[src/rtl/timer_pkg.sv]
// Shared types and helpers for the seconds timer arbiter and its prescaler.
package timer_pkg;

    localparam int DEFAULT_CLK_HZ = 100_000_000;

    typedef enum logic [1:0] {IDLE, LOAD, COUNT, DONE} timer_state_e;

    // Ceiling log2, never below 1 so a counter always has at least one bit.
    function automatic int clog2(input int v);
        int r;
        r = 1;
        for (int i = 1; i < 31; i++)
            if ((1 << i) < v) r = i + 1;
        return r;
    endfunction

endpackage

[src/rtl/tick_prescaler.sv]
// Free-running 0..CLK_HZ-1 counter producing a one-cycle tick on wrap.
module tick_prescaler
    import timer_pkg::*;
#(
    parameter int CLK_HZ = DEFAULT_CLK_HZ
) (
    input  logic clk,
    input  logic reset,
    input  logic clear,
    input  logic enable,
    output logic tick
);
    localparam int CNT_W = clog2(CLK_HZ);
    localparam logic [CNT_W-1:0] CNT_MAX = CNT_W'(CLK_HZ - 1);

    logic [CNT_W-1:0] cnt;

    always_ff @(posedge clk) begin
        if (reset || clear)
            cnt <= '0;
        else if (enable)
            cnt <= (cnt == CNT_MAX) ? '0 : cnt + 1'b1;
    end

    assign tick = enable && (cnt == CNT_MAX);

endmodule

[src/rtl/seconds_timer_arbiter.sv]
// Round-robin shared seconds countdown timer. Define SECONDS_TIMER_PAUSE_EN
// to add a pause input that freezes the countdown while in COUNT.
module seconds_timer_arbiter
    import timer_pkg::*;
#(
    parameter int CLK_HZ = DEFAULT_CLK_HZ,
    parameter int N_REQ  = 4,
    parameter int SEC_W  = 6
) (
    input  logic                   clk,
    input  logic                   reset,
`ifdef SECONDS_TIMER_PAUSE_EN
    input  logic                   pause,
`endif
    input  logic [N_REQ-1:0]       req,
    input  logic [N_REQ*SEC_W-1:0] req_secs,
    output logic [N_REQ-1:0]       grant,
    output logic [N_REQ-1:0]       done,
    output logic                   busy,
    output logic [SEC_W-1:0]       remaining,
    output logic                   tick
);
    localparam int IDX_W = clog2(N_REQ);

    timer_state_e     state;
    logic [IDX_W-1:0] ptr, win, rr_win, nxt_ptr;
    logic [SEC_W-1:0] win_secs;
    logic             count_en;

    // First requester at or after ptr; descending scan so the nearest one wins.
    always_comb begin
        rr_win = ptr;
        for (int k = N_REQ - 1; k >= 0; k--)
            if (req[(int'(ptr) + k) % N_REQ])
                rr_win = IDX_W'((int'(ptr) + k) % N_REQ);
    end

    assign nxt_ptr  = (win == IDX_W'(N_REQ - 1)) ? '0 : win + 1'b1;
    assign win_secs = req_secs[win*SEC_W +: SEC_W];

`ifdef SECONDS_TIMER_PAUSE_EN
    assign count_en = (state == COUNT) && !pause;
`else
    assign count_en = (state == COUNT);
`endif

    tick_prescaler #(.CLK_HZ(CLK_HZ)) u_prescaler (
        .clk    (clk),
        .reset  (reset),
        .clear  (state == LOAD),
        .enable (count_en),
        .tick   (tick)
    );

    always_ff @(posedge clk) begin
        if (reset) begin
            state     <= IDLE;
            grant     <= '0;
            done      <= '0;
            busy      <= 1'b0;
            remaining <= '0;
            ptr       <= '0;
            win       <= '0;
        end else begin
            done <= '0;
            case (state)
                IDLE: if (|req) begin
                    state <= LOAD;
                    win   <= rr_win;
                    grant <= N_REQ'(1) << rr_win;
                    busy  <= 1'b1;
                end
                LOAD, COUNT: begin
                    if (!req[win]) begin
                        // Owner withdrew: release without a done pulse.
                        state     <= IDLE;
                        grant     <= '0;
                        busy      <= 1'b0;
                        remaining <= '0;
                        ptr       <= nxt_ptr;
                    end else if (state == LOAD) begin
                        remaining <= win_secs;
                        if (win_secs == '0) begin
                            state <= DONE;
                            done  <= grant;
                        end else begin
                            state <= COUNT;
                        end
                    end else if (tick && remaining != '0) begin
                        remaining <= remaining - 1'b1;
                        if (remaining == SEC_W'(1)) begin
                            state <= DONE;
                            done  <= grant;
                        end
                    end
                end
                DONE: begin
                    state <= IDLE;
                    grant <= '0;
                    busy  <= 1'b0;
                    ptr   <= nxt_ptr;
                end
                default: state <= IDLE;
            endcase
        end
    end

endmodule

[config.mk]
export PLATFORM = sky130hd
export DESIGN_NAME = seconds_timer_arbiter
export DESIGN_NICKNAME = d
export VERILOG_FILES = /design/src/rtl/timer_pkg.sv /design/src/rtl/tick_prescaler.sv /design/src/rtl/seconds_timer_arbiter.sv
export SDC_FILE = /design/constraint.sdc
export NUM_CORES = 1
export LEC_CHECK = 0
export ABC_AREA = 1
export CORE_MARGIN = 3
export CORE_UTILIZATION = 40
export CTS_CLUSTER_SIZE = 12
export DETAILED_ROUTE_END_ITERATION = 10
export MAX_ROUTING_LAYER = met4
export PLACE_DENSITY = 0.58
export SLEW_MARGIN = 20
export SYNTH_ARGS = -nofsm -noshare
export SYNTH_HDL_FRONTEND = slang
export SYNTH_SLANG_ARGS = --single-unit
[constraint.sdc]
create_clock -name clk -period 3.65 [get_ports clk]
set_input_delay 0.73 -clock clk [delete_from_list [all_inputs] [get_ports clk]]
set_output_delay 0.73 -clock clk [all_outputs]
set_load 0.02 [all_outputs]
Word-level counts from Yosys, hierarchy flattened
Index checks and enable logic that the tools add are counted.

Register bits: 48. Word-level logic and storage cells: 97.

$add $sub $neg: 6. Multipliers: 1. $lt $le $gt $ge: 5. Eq/ne operators: 11. Shift-type cells: 2. Multiplexer cells: 41. Bitwise operators: 5. Reductions and logical operators: 18.

Operator list (count): adder 27 x 1 -> 27 bit (second input constant) (1); == test 27 bit (second input constant) (1); two-way mux 27 bit (1); two-way mux 4 bit (6); indexed part select 24 x 6 -> 6 bit (1); two-way mux 2 bit (11); two-way mux 6 bit (3); less-than comparator 3 x 4 -> 1 bit (second input constant) (3); case mux 4 bit (3 select lines) (1); two-way mux 1 bit (11); binary-select mux 1 bit (select 2 bit) (5); inequality test 4 x 3 -> 1 bit (second input constant) (2); AND reduction 2 bit (4); OR reduction 2 bit (4); == test 2 bit (second input constant) (3); == test 6 x 1 -> 1 bit (second input constant) (1); zero test 6 bit (1); less-than comparator 2 x 3 -> 1 bit (second input constant) (2); case mux 2 bit (3 select lines) (1); nonzero test 6 bit (1); subtractor 6 x 1 -> 6 bit (second input constant) (1); adder 2 x 1 -> 2 bit (second input constant) (2); adder 2 bit (second input constant) (2); multiplier 2 x 2 -> 4 bit (second input constant) (1); 15 further kinds (20).

Depth between registers and ports, before layout
Gate-level depths: netlist of the first run.

Depth in word-level cells: 13. Mapped depth: 14. Depth with buffers taken out: 12.

Modules after synthesis
A second synthesis of the first run with hierarchy kept.

Cell total of the unflattened synthesis: 464. Area total of the unflattened synthesis: 3067.9 um^2.

Modules (own cells, without submodules): seconds_timer_arbiter (times used 1, cells an instance 250, area each 1601.5 um^2, sequential area each 420.4 um^2); tick_prescaler (times used 1, cells an instance 214, area each 1466.4 um^2, sequential area each 540.5 um^2).

Worst setup path after synthesis of the first run
OpenSTA, ideal clock, no wires.

Path type: register to output. From: register u_prescaler.cnt[0]. To: output tick. Arrival time: 1.058 ns. Required time: 2.920 ns. Setup slack: 1.862 ns. Cell stages (with the launch flop): 8. Path buffers: 0. Path through: dfxtp_1 -> ha_1 -> inv_1 -> nor2_1 -> nand3_1 -> nor2_1 -> nand2_1 -> clkinv_2.

Longest elaborated chain between the ends: 2.

RTL lines: start, declared (RTL line tick_prescaler.sv:16) `logic [CNT_W-1:0] cnt;`; start signal, assigned (RTL line tick_prescaler.sv:22) `cnt <= (cnt == CNT_MAX) ? '0 : cnt + 1'b1;`; == test 27 bit (RTL line tick_prescaler.sv:25) `assign tick = enable && (cnt == CNT_MAX);`; logical AND 1 bit (RTL line tick_prescaler.sv:25); end, declared (RTL line seconds_timer_arbiter.sv:21) `output logic tick`.

Every way passes these cells.

Worst setup path in the final report of the first run
From: register state[0]. To: output tick.

Longest elaborated chain between the ends: 2.

RTL lines: start, declared (RTL line seconds_timer_arbiter.sv:25) `timer_state_e state;`; start signal, assigned (RTL line seconds_timer_arbiter.sv:57) `state <= IDLE;`; start signal, assigned (RTL line seconds_timer_arbiter.sv:68) `state <= LOAD;`; start signal, assigned (RTL line seconds_timer_arbiter.sv:76) `state <= IDLE;`; == test 2 bit (RTL line seconds_timer_arbiter.sv:44) `assign count_en = (state == COUNT);`; logical AND 1 bit (RTL line tick_prescaler.sv:25).

Every way passes these cells.

==> results.sh, run 1 <==
export IMPL_status="finished clean"
export IMPL_clk_path_buf_depth=2
export IMPL_nFillCells=849
export IMPL_required_ps=2920
export IMPL_fp_dieH_microns=95.57
export IMPL_vias=3206
export IMPL_final_antenna_net_count=0
export IMPL_path_cells="inv_1 -> ha_1 -> buf_4 -> nand2_1 -> nand3b_1 -> nor2_2 -> nand2_1 -> clkinv_2 -> clkdlybuf4s50_1"
export IMPL_period_share_pct=82.29
export IMPL_p_clk_share_pct=19.4
export IMPL_pwr_share_seq_pct=31.7
export IMPL_port_buffers=45
export IMPL_synthTopCellsByCount="nand2_1, inv_1, dfxtp_1, nand3_1, nor2_1"
export IMPL_register_area_sq_um=960.9
export IMPL_die_x_microns=95.57
export IMPL_post_route_min_period_ps=3004
export IMPL_routabilityCongestion=0.8970
export IMPL_cts_htree_levels=2
export IMPL_postCtsSetupRepairBufs=0
export IMPL_fin_area_sq_mm=0.003861
export IMPL_diodes=0
export IMPL_clk_latency_ps=310
export IMPL_yosysTopAreaCellShare_pct=29.94
export IMPL_cp_top_family="buffers and inverters"
export IMPL_crit_buf_inv=4
export IMPL_drc=0
export IMPL_cap_violations=0
export IMPL_yosys_most_used_dff="dfxtp_1"
export IMPL_comb_power_share_pct=49.0
export IMPL_power_switching_uw=980.9
export IMPL_tightest_slew_ps=567.0
export IMPL_wl_per_cell_microns=12.35
export IMPL_slew_violations=0
export IMPL_syn_inst=515
export IMPL_grt_usage_pct=20.09
export IMPL_internal_power_mw=1.242
export IMPL_dpl_cell_area_sq_mm=0.003735
export IMPL_yosysSeqAreaShare_pct=29.94
export IMPL_design_portCount=46
export IMPL_hold_viol_final=0
export IMPL_hp_class="reg2reg"
export IMPL_initial_utilization_pct=41.32
export IMPL_cts_resized=0
export IMPL_max_stage_delay_ps=600
export IMPL_cp_max_fo=11
export IMPL_coreArea_sq_mm=0.007767
export IMPL_synth_area_top_cells="dfxtp_1, nand2_1, nand3_1"
export IMPL_multiInputGateArea_sq_mm=0.001954
export IMPL_cts_hold_buffers=0
export IMPL_async_flop_share_pct=0
export IMPL_gr_total_overflow=0
export IMPL_max_freq_mhz=332.9
export IMPL_p_sw_share_pct=44.13
export IMPL_cts_root_buf="clkbuf_8"
export IMPL_p_per_area_mw_per_mm2=575.7
export IMPL_drive_gt1_share_pct=5.925
export IMPL_yosysWarnings=0
export IMPL_leakagePower_nw=1.638
export IMPL_start_kind="register"
export IMPL_vias_per_cell=4.865
export IMPL_slowest_stage="clkdlybuf4s50_1"
export IMPL_grt_pass1_wl_microns=14440
export IMPL_synthDistinctLibCells=35
export IMPL_vdd_drop_max_v=0.0002659
export IMPL_synth_most_common_cell="nand2_1"
export IMPL_ys_seq_elements=48
export IMPL_crit_arrival_ps=2270
export IMPL_die_area_sq_mm=0.009134
export IMPL_grt_max_degree=18
export IMPL_avgSynthCellArea_sq_um=6.232
export IMPL_max_slew_margin_pct=62.11
export IMPL_area_growth_synth_to_final_pct=20.31
export IMPL_final_setup_viol_count=0
export IMPL_yosys_area_top_type="dfxtp_1"
export IMPL_cts_num_sinks=48
export IMPL_dpl_hpwl_microns=6432
export IMPL_numCtsBuffers=5
export IMPL_cpMostUsedCell="nand2_1"
export IMPL_syn_num_nets=554
export IMPL_fp_row_count=32
export IMPL_antenna_found_initial=0
export IMPL_worst_setup_path_end_kind="primary output"
export IMPL_first_global_vias=3143
export IMPL_cts_tree="built"
export IMPL_clkTransAtPathRegs_ps=100
export IMPL_synth_edf_count=0
export IMPL_setup_tns_ps=0
export IMPL_drt_pass1_iter_count=4
export IMPL_nets=595
export IMPL_grt_setup_unrepaired="no"
export IMPL_drt_initial_drc_count=86
export IMPL_wirelength_microns=8140
export IMPL_syn_area_sq_mm=0.003209
export IMPL_clock_skew_ps=11.85
export IMPL_critPathKind="reg2out"
==> cell usage in the layout, fill, tap and decap left out, types with 10 or more instances in the layout <==
| master | count |
|---|---|
| nor3_1 | 17 |
| xor2_1 | 10 |
| nand3_1 | 48 |
| nor2_1 | 47 |
| nand4_1 | 18 |
| dfxtp_1 | 48 |
| clkdlybuf4s50_1 | 45 |
| nand2_1 | 168 |
| a21oi_1 | 36 |
| o21ai_0 | 11 |
| inv_1 | 55 |
==> layout make-up <==
| class | count | share of cell area, % |
|---|---|---|
| inverters | 60 | 5.865 |
| clock inverters | 1 | 0.7777 |
| flip-flops and latches | 48 | 24.89 |
| multi-input cells | 394 | 50.62 |
| repair buffers | 47 | 12.05 |
| clock buffers | 7 | 2.495 |
| well taps | 102 | 3.305 |
==> power by group through the flow <==
stage / Sequential (mW) / Combinational (mW) / Clock [mW]
after CTS: 0.705 / 1.10 / 0.437
after detailed placement: 0.715 / 1.10 / 0
after floorplan: 0.712 / 0.803 / 0
final: 0.704 / 1.09 / 0.430
after global placement: 0.716 / 1.09 / 0
after global routing: 0.726 / 1.26 / 0.461
==> worst reg2reg max path, stage by stage (launching register included) <==
cell	delay, ps
dfxtp_1	340
inv_1	130
ha_1	160
buf_4	180
nand2_1	70
nand3b_1	170
nor2_2	130
nand2_1	100
nand2_1	450
inv_1	180
o21ai_0	110
a21oi_1	50
==> sequential cells by signal, indices dropped and copies added (netlist names) <==
name / flops
remaining: 6
win: 2
state: 2
grant: 4
done: 4
busy: 1
u_prescaler.cnt: 27
ptr: 2
==> cell families after synthesis <==
kind of cell / Yosys count / synth area share [%]
adders and majority gates: 9 / 3.509
buffers and inverters: 73 / 9.161
and+or+nand+nor: 320 / 45.50
xor gates and xnor gates: 11 / 3.002
DFF: 48 / 29.94
AOI/OAI and AO/OA: 54 / 8.888
==> per-layer routing <==
layer | vias to the layer above | track usage (%) | routed length [microns]
li1 | 1738 | - | -
met1 | 1396 | 25.35 | 3760
met2 | 62 | 33.99 | 4005
met3 | 10 | 2.368 | 255
met4 | 0 | 5.213 | 119
met5 | - | - | 0
==> metrics by stage <==
step	power [mW]	instances	setup WS [ps]	utilization, %	hold WS (ps)
after CTS	2.240	659	627.1	49.71	466.4
after detailed placement	1.811	651	990.1	48.08	451.9
after global placement	1.808	651	1091	48.08	457.7
final	2.223	659	646.4	49.71	465.5
after global routing	2.451	659	471.4	49.71	484.9
after floorplan	1.515	515	1862	-	466.4
==> worst paths after layout <==
| kind | start | end | slack, ps | depth (start not counted) |
|---|---|---|---|---|
| worst max-delay path | state[0] | tick | 650 | 9 |
| worst min-delay path | grant[2] | done[2] | 470 | 2 |
| worst max register to register | state[0] | u_prescaler.cnt[13] | 1470 | 11 |
| worst min register to register | grant[2] | done[2] | 470 | 2 |
(Power assumes the default switching activity.)
==> run 2: changes to the inputs <==
--- a/config.mk
+++ b/config.mk
@@ -11,7 +11,7 @@
 export CTS_CLUSTER_SIZE = 12
 export DETAILED_ROUTE_END_ITERATION = 10
 export MAX_ROUTING_LAYER = met4
-export PLACE_DENSITY = 0.58
+export PLACE_DENSITY = 0.6
 export SLEW_MARGIN = 20
 export SYNTH_ARGS = -nofsm -noshare
 export SYNTH_HDL_FRONTEND = slang
==> constraint.sdc (replaced) <==
create_clock -name clk -period 2.65 [get_ports clk]
set_input_delay 0.53 -clock clk [delete_from_list [all_inputs] [get_ports clk]]
set_output_delay 0.53 -clock clk [all_outputs]
set_load 0.02 [all_outputs]
==> run 2 against run 1 <==
Wire length fell by 2.6%; critical path type unchanged; sequential cell count did not move; global-route usage fell by 1.2 points; largest power group unchanged; clock power rose by 23%; clock-buffer cell count fell by 2; register-to-register slack got worse by 850 ps.
==> results.sh, run 2 (same netlist as run 1, synthesis figures left out) <==
export IMPL_status="finished clean"
export IMPL_clk_path_buf_depth=2
export IMPL_timing_hold_ws_ps=467.1
export IMPL_die_x_microns=95.57
export IMPL_dpl_cell_area_sq_mm=0.003750
export IMPL_leakagePower_nw=1.642
export IMPL_required_ps=2120
export IMPL_routabilityCongestion=0.8580
export IMPL_drive_gt1_share_pct=6.261
export IMPL_clk_latency_ps=300
export IMPL_grt_pass1_wl_microns=13700
export IMPL_register_area_sq_um=960.9
export IMPL_vias=3273
export IMPL_hold_path_cell_count=2
export IMPL_port_buffers=45
export IMPL_largest_reg_flops=27
export IMPL_grt_setup_unrepaired="no"
export IMPL_p_per_area_mw_per_mm2=778.5
export IMPL_initial_utilization_pct=41.32
export IMPL_min_to="done[3]"
export IMPL_cts_hold_buffers=0
export IMPL_crit_arrival_ps=1820
export IMPL_first_global_vias=3093
export IMPL_max_slew_margin_pct=64.37
export IMPL_coreArea_sq_mm=0.007767
export IMPL_numCtsBuffers=5
export IMPL_min_from="grant[3]"
export IMPL_diodes=0
export IMPL_vias_per_cell=4.952
export IMPL_gr_total_overflow=0
export IMPL_reg_largest_list="u_prescaler.cnt (27), remaining (6)"
export IMPL_nFillCells=810
export IMPL_antenna_found_initial=0
export IMPL_drt_initial_drc_count=93
export IMPL_nets=597
export IMPL_worst_setup_path_end_kind="primary output"
export IMPL_ff2ff_path_depth=12
export IMPL_fin_area_sq_mm=0.003860
export IMPL_tightest_slew_ps=533.7
export IMPL_area_growth_synth_to_final_pct=20.27
export IMPL_internal_power_mw=1.663
export IMPL_cts_num_sinks=48
export IMPL_period_share_pct=88.57
export IMPL_grt_usage_pct=18.87
export IMPL_start_kind="register"
export IMPL_clock_skew_ps=7.277
export IMPL_drc=0
export IMPL_final_cell_mix="nand2_1, inv_1, nand3_1, dfxtp_1, nor2_1"
export IMPL_grt_max_degree=18
export IMPL_wl_per_cell_microns=11.99
export IMPL_post_route_min_period_ps=2347
export IMPL_multiInputGateArea_sq_mm=0.001954
export IMPL_cp_max_fo=4
export IMPL_final_antenna_net_count=0
export IMPL_p_sw_share_pct=44.67
export IMPL_hold_viol_final=0
export IMPL_clkTransAtPathRegs_ps=90
export IMPL_max_freq_mhz=426.1
export IMPL_r2r_start="state[0]"
export IMPL_cts_root_buf="clkbuf_8"
export IMPL_setup_tns_ps=0
export IMPL_design_portCount=46
export IMPL_max_stage_delay_ps=380
export IMPL_cpMostUsedCell="nor2_1"
export IMPL_postCtsSetupRepairBufs=0
export IMPL_dpl_hpwl_microns=6345
export IMPL_reg2reg_to="u_prescaler.cnt[18]"
export IMPL_p_clk_share_pct=17.7
export IMPL_slew_violations=0
export IMPL_top_register="u_prescaler.cnt"
export IMPL_final_common_cell="nand2_1"
export IMPL_fin_ws_ps=303.0
export IMPL_path_cells="ha_1 -> inv_1 -> nor2_1 -> nand3_1 -> nor2_1 -> nand2_1 -> clkinv_2 -> dlygate4sd2_1"
export IMPL_cts_tree="built"
export IMPL_slowest_stage="dfxtp_1"
export IMPL_pwr_share_seq_pct=32.3
export IMPL_cts_resized=1
export IMPL_cap_violations=0
export IMPL_fp_dieH_microns=95.57
export IMPL_final_setup_viol_count=0
export IMPL_critPathKind="reg2out"
export IMPL_comb_power_share_pct=50.1
export IMPL_hp_class="reg2reg"
export IMPL_wirelength_microns=7925
export IMPL_die_area_sq_mm=0.009134
export IMPL_fp_row_count=32
export IMPL_pre_cts_slack_ps=337.2
export IMPL_power_switching_mw=1.342
export IMPL_vdd_drop_max_v=0.0004924
export IMPL_reg2reg_slack_ps=620
export IMPL_drt_pass1_iter_count=4
export IMPL_cts_htree_levels=2
[run 2: cell count changes in the layout (fill, tap and decap cells not counted), sizes merged]
cell	change
buf	+2
clkbuf	-2
clkdlybuf4s50	-1
clkinv	+1
clkinvlp	+1
dlygate4sd2	+1
[run 2: power groups by stage]
stage               logic (mW)  clock network (mW)  registers [mW]
floorplan                 1.11                   0           0.981
global placement          1.50                   0           0.987
detailed placement        1.51                   0           0.984
CTS                       1.52               0.545           0.968
global route              1.73               0.576           0.990
finish                    1.50               0.531           0.969
[run 2: critical path: cells and delay by family (launching register included)]
family / cells / cell delay (ps)
adders and majority gates: 1 / 220
DFF: 1 / 380
buffers and inverters: 3 / 480
and+or+nand+nor: 4 / 450
[run 2: worst max path at each step]
stage	cells after the start	slack (ps)	end	from
floorplan	12	940	u_prescaler.cnt[18]	state[0]
global placement	8	390	tick	u_prescaler.cnt[0]
detailed placement	8	340	tick	u_prescaler.cnt[0]
CTS	8	250	tick	u_prescaler.cnt[0]
global route	8	120	tick	u_prescaler.cnt[0]
finish	8	300	tick	u_prescaler.cnt[0]
[run 2: layout make-up]
class	count	share of cell area, %
clock inverter	3	1.102
timing repair buffer	49	12.41
tap	102	3.306
clock buffer	5	1.783
multi-input combinational	394	50.63
inverter	60	5.867
sequential	48	24.89
[run 2: stage by stage]
step	instances	power, mW	util [%]
global route	661	3.291	49.69
detailed placement	653	2.493	48.28
floorplan	515	2.087	-
CTS	661	3.030	49.69
global placement	653	2.485	48.28
finish	661	3.005	49.69
[run 2: layer usage]
layer | wire (microns) | track usage [%] | vias up | part of all wire, %
met5 | 0 | - | - | 0
met4 | 98 | 4.384 | 0 | 1.2
met3 | 263 | 2.526 | 8 | 3.3
met2 | 3954 | 33.70 | 66 | 50
met1 | 3608 | 22.39 | 1448 | 46
li1 | - | - | 1751 | -
==> run 3: changes to the inputs <==
--- a/config.mk
+++ b/config.mk
@@ -6,7 +6,7 @@
 export NUM_CORES = 1
 export LEC_CHECK = 0
 export ABC_AREA = 1
-export CORE_MARGIN = 3
+export CORE_MARGIN = 1.5
 export CORE_UTILIZATION = 40
 export CTS_CLUSTER_SIZE = 12
 export DETAILED_ROUTE_END_ITERATION = 10
==> run 3 against run 2 <==
Clock skew increased by 2.2 ps; sequential cell count unchanged; utilization increased by 0.21 points; sequential power about the same; power increased by 0.89%.
==> results.sh, run 3 (same netlist as run 1, synthesis figures left out) <==
export IMPL_status="finished clean"
export IMPL_tightest_slew_ps=554.1
export IMPL_nFillCells=828
export IMPL_min_from="grant[1]"
export IMPL_vdd_drop_max_v=0.0004279
export IMPL_nets=596
export IMPL_grt_setup_unrepaired="no"
export IMPL_top_register="u_prescaler.cnt"
export IMPL_initial_utilization_pct=41.53
export IMPL_antenna_found_initial=0
export IMPL_start_kind="register"
export IMPL_diodes=0
export IMPL_cts_num_sinks=48
export IMPL_port_buffers=45
export IMPL_cts_tree="built"
export IMPL_reg2reg_slack_ps=500
export IMPL_cap_violations=0
export IMPL_crit_path_start="u_prescaler.cnt[0]"
export IMPL_post_route_min_period_ps=2251
export IMPL_wirelength_microns=8089
export IMPL_final_common_cell="nand2_1"
export IMPL_final_cell_mix="nand2_1, inv_1, nand3_1, dfxtp_1, nor2_1"
export IMPL_design_portCount=46
export IMPL_hold_viol_final=0
export IMPL_fin_ws_ps=398.8
export IMPL_fp_row_count=32
export IMPL_clk_latency_ps=310
export IMPL_ff2ff_path_depth=12
export IMPL_first_global_vias=3189
export IMPL_pre_cts_slack_ps=359.0
export IMPL_coreArea_sq_mm=0.007727
export IMPL_hp_class="reg2reg"
export IMPL_vias=3304
export IMPL_final_antenna_net_count=0
export IMPL_die_x_microns=92.57
export IMPL_drc=0
export IMPL_fin_area_sq_mm=0.003856
export IMPL_grt_usage_pct=20.33
export IMPL_reg_largest_list="u_prescaler.cnt (27), remaining (6)"
export IMPL_drt_initial_drc_count=105
export IMPL_dpl_cell_count=652
export IMPL_wl_per_cell_microns=12.26
export IMPL_r2r_start="state[0]"
export IMPL_vias_per_cell=5.006
export IMPL_largest_reg_flops=27
export IMPL_routabilityCongestion=0.8974
export IMPL_grt_max_degree=18
export IMPL_endpoint="tick"
export IMPL_area_growth_synth_to_final_pct=20.16
export IMPL_required_ps=2120
export IMPL_numCtsBuffers=5
export IMPL_reg2reg_to="u_prescaler.cnt[18]"
export IMPL_final_setup_viol_count=0
export IMPL_die_area_sq_mm=0.008569
export IMPL_worst_setup_path_end_kind="primary output"
export IMPL_cts_root_buf="clkbuf_8"
export IMPL_crit_arrival_ps=1720
export IMPL_gr_total_overflow=0
export IMPL_setup_tns_ps=0
export IMPL_slew_violations=0
export IMPL_cts_htree_levels=2
export IMPL_clock_skew_ps=9.434
export IMPL_max_freq_mhz=444.2
export IMPL_critPathKind="reg2out"
export IMPL_max_slew_margin_pct=63.01
export IMPL_grt_pass1_wl_microns=13860
export IMPL_clkTransAtPathRegs_ps=100
export IMPL_fin_cells=660
export IMPL_p_per_area_mw_per_mm2=786.2
export IMPL_dpl_cell_area_sq_mm=0.003742
export IMPL_cp_max_fo=4
export IMPL_drt_pass1_iter_count=5
export IMPL_dpl_hpwl_microns=6360
export IMPL_power_mw=3.032
export IMPL_clk_path_buf_depth=2
export IMPL_fp_dieH_microns=92.57
export IMPL_leakagePower_nw=1.651
export IMPL_drive_gt1_share_pct=6.093
export IMPL_period_share_pct=84.95
-- run 3: worst min path at each step --
stage	end	slack, ps	cells after the start
after global placement	busy	460	2
after global routing	done[1]	490	2
after floorplan	state[1]	470	2
final	done[1]	470	2
after CTS	done[1]	470	2
after detailed placement	done[1]	460	2
-- run 3: area by class of cell --
class | count | area (sq um) | area share [%]
clock buffers | 5 | 68.82 | 1.785
clock inverters | 3 | 42.54 | 1.103
inverters | 60 | 226.5 | 5.873
multi-input cells | 394 | 1954 | 50.68
flip-flops and latches | 48 | 960.9 | 24.92
well taps | 102 | 127.6 | 3.310
repair buffers | 48 | 475.5 | 12.33
-- run 3: metrics by stage --
stage | utilization, % | hold slack [ps]
after global routing | 49.90 | 494.2
after detailed placement | 48.43 | 455.5
after CTS | 49.87 | 471.9
after floorplan | - | 466.4
after global placement | 48.43 | 457.5
final | 49.90 | 467.6
-- run 3: critical path, stage by stage (launching register included) --
cell,delay (ps)
dfxtp_1,370
ha_1,230
inv_1,70
nor2_1,90
nand3_1,90
nor2_1,170
nand2_1,100
clkinv_2,80
dlymetal6s2s_1,220
-- run 3: repair_timing --
item | in CTS | in global routing
resized for setup | 0 | 1
hold buffers | 0 | 0
setup endpoints to repair | 0 | 1
setup buffers | 0 | 0
-- run 3: routing by layer --
| metal | routed length [microns] | share of wire, % | global-route usage [%] | vias up |
|---|---|---|---|---|
| li1 | - | - | - | 1744 |
| met1 | 3606 | 45 | 22.60 | 1490 |
| met2 | 4109 | 51 | 37.93 | 59 |
| met3 | 259 | 3.2 | 2.874 | 11 |
| met4 | 113 | 1.4 | 5.000 | 0 |
| met5 | 0 | 0 | - | - |
-- run 3: where the power goes --
group	total [mW]	internal, mW	switching [mW]	leakage, nW
sequential	0.969	0.820	0.149	0.389
clock	0.555	0.280	0.275	0.0541
combinational	1.51	0.561	0.946	1.21
total	3.03	1.66	1.37	1.65
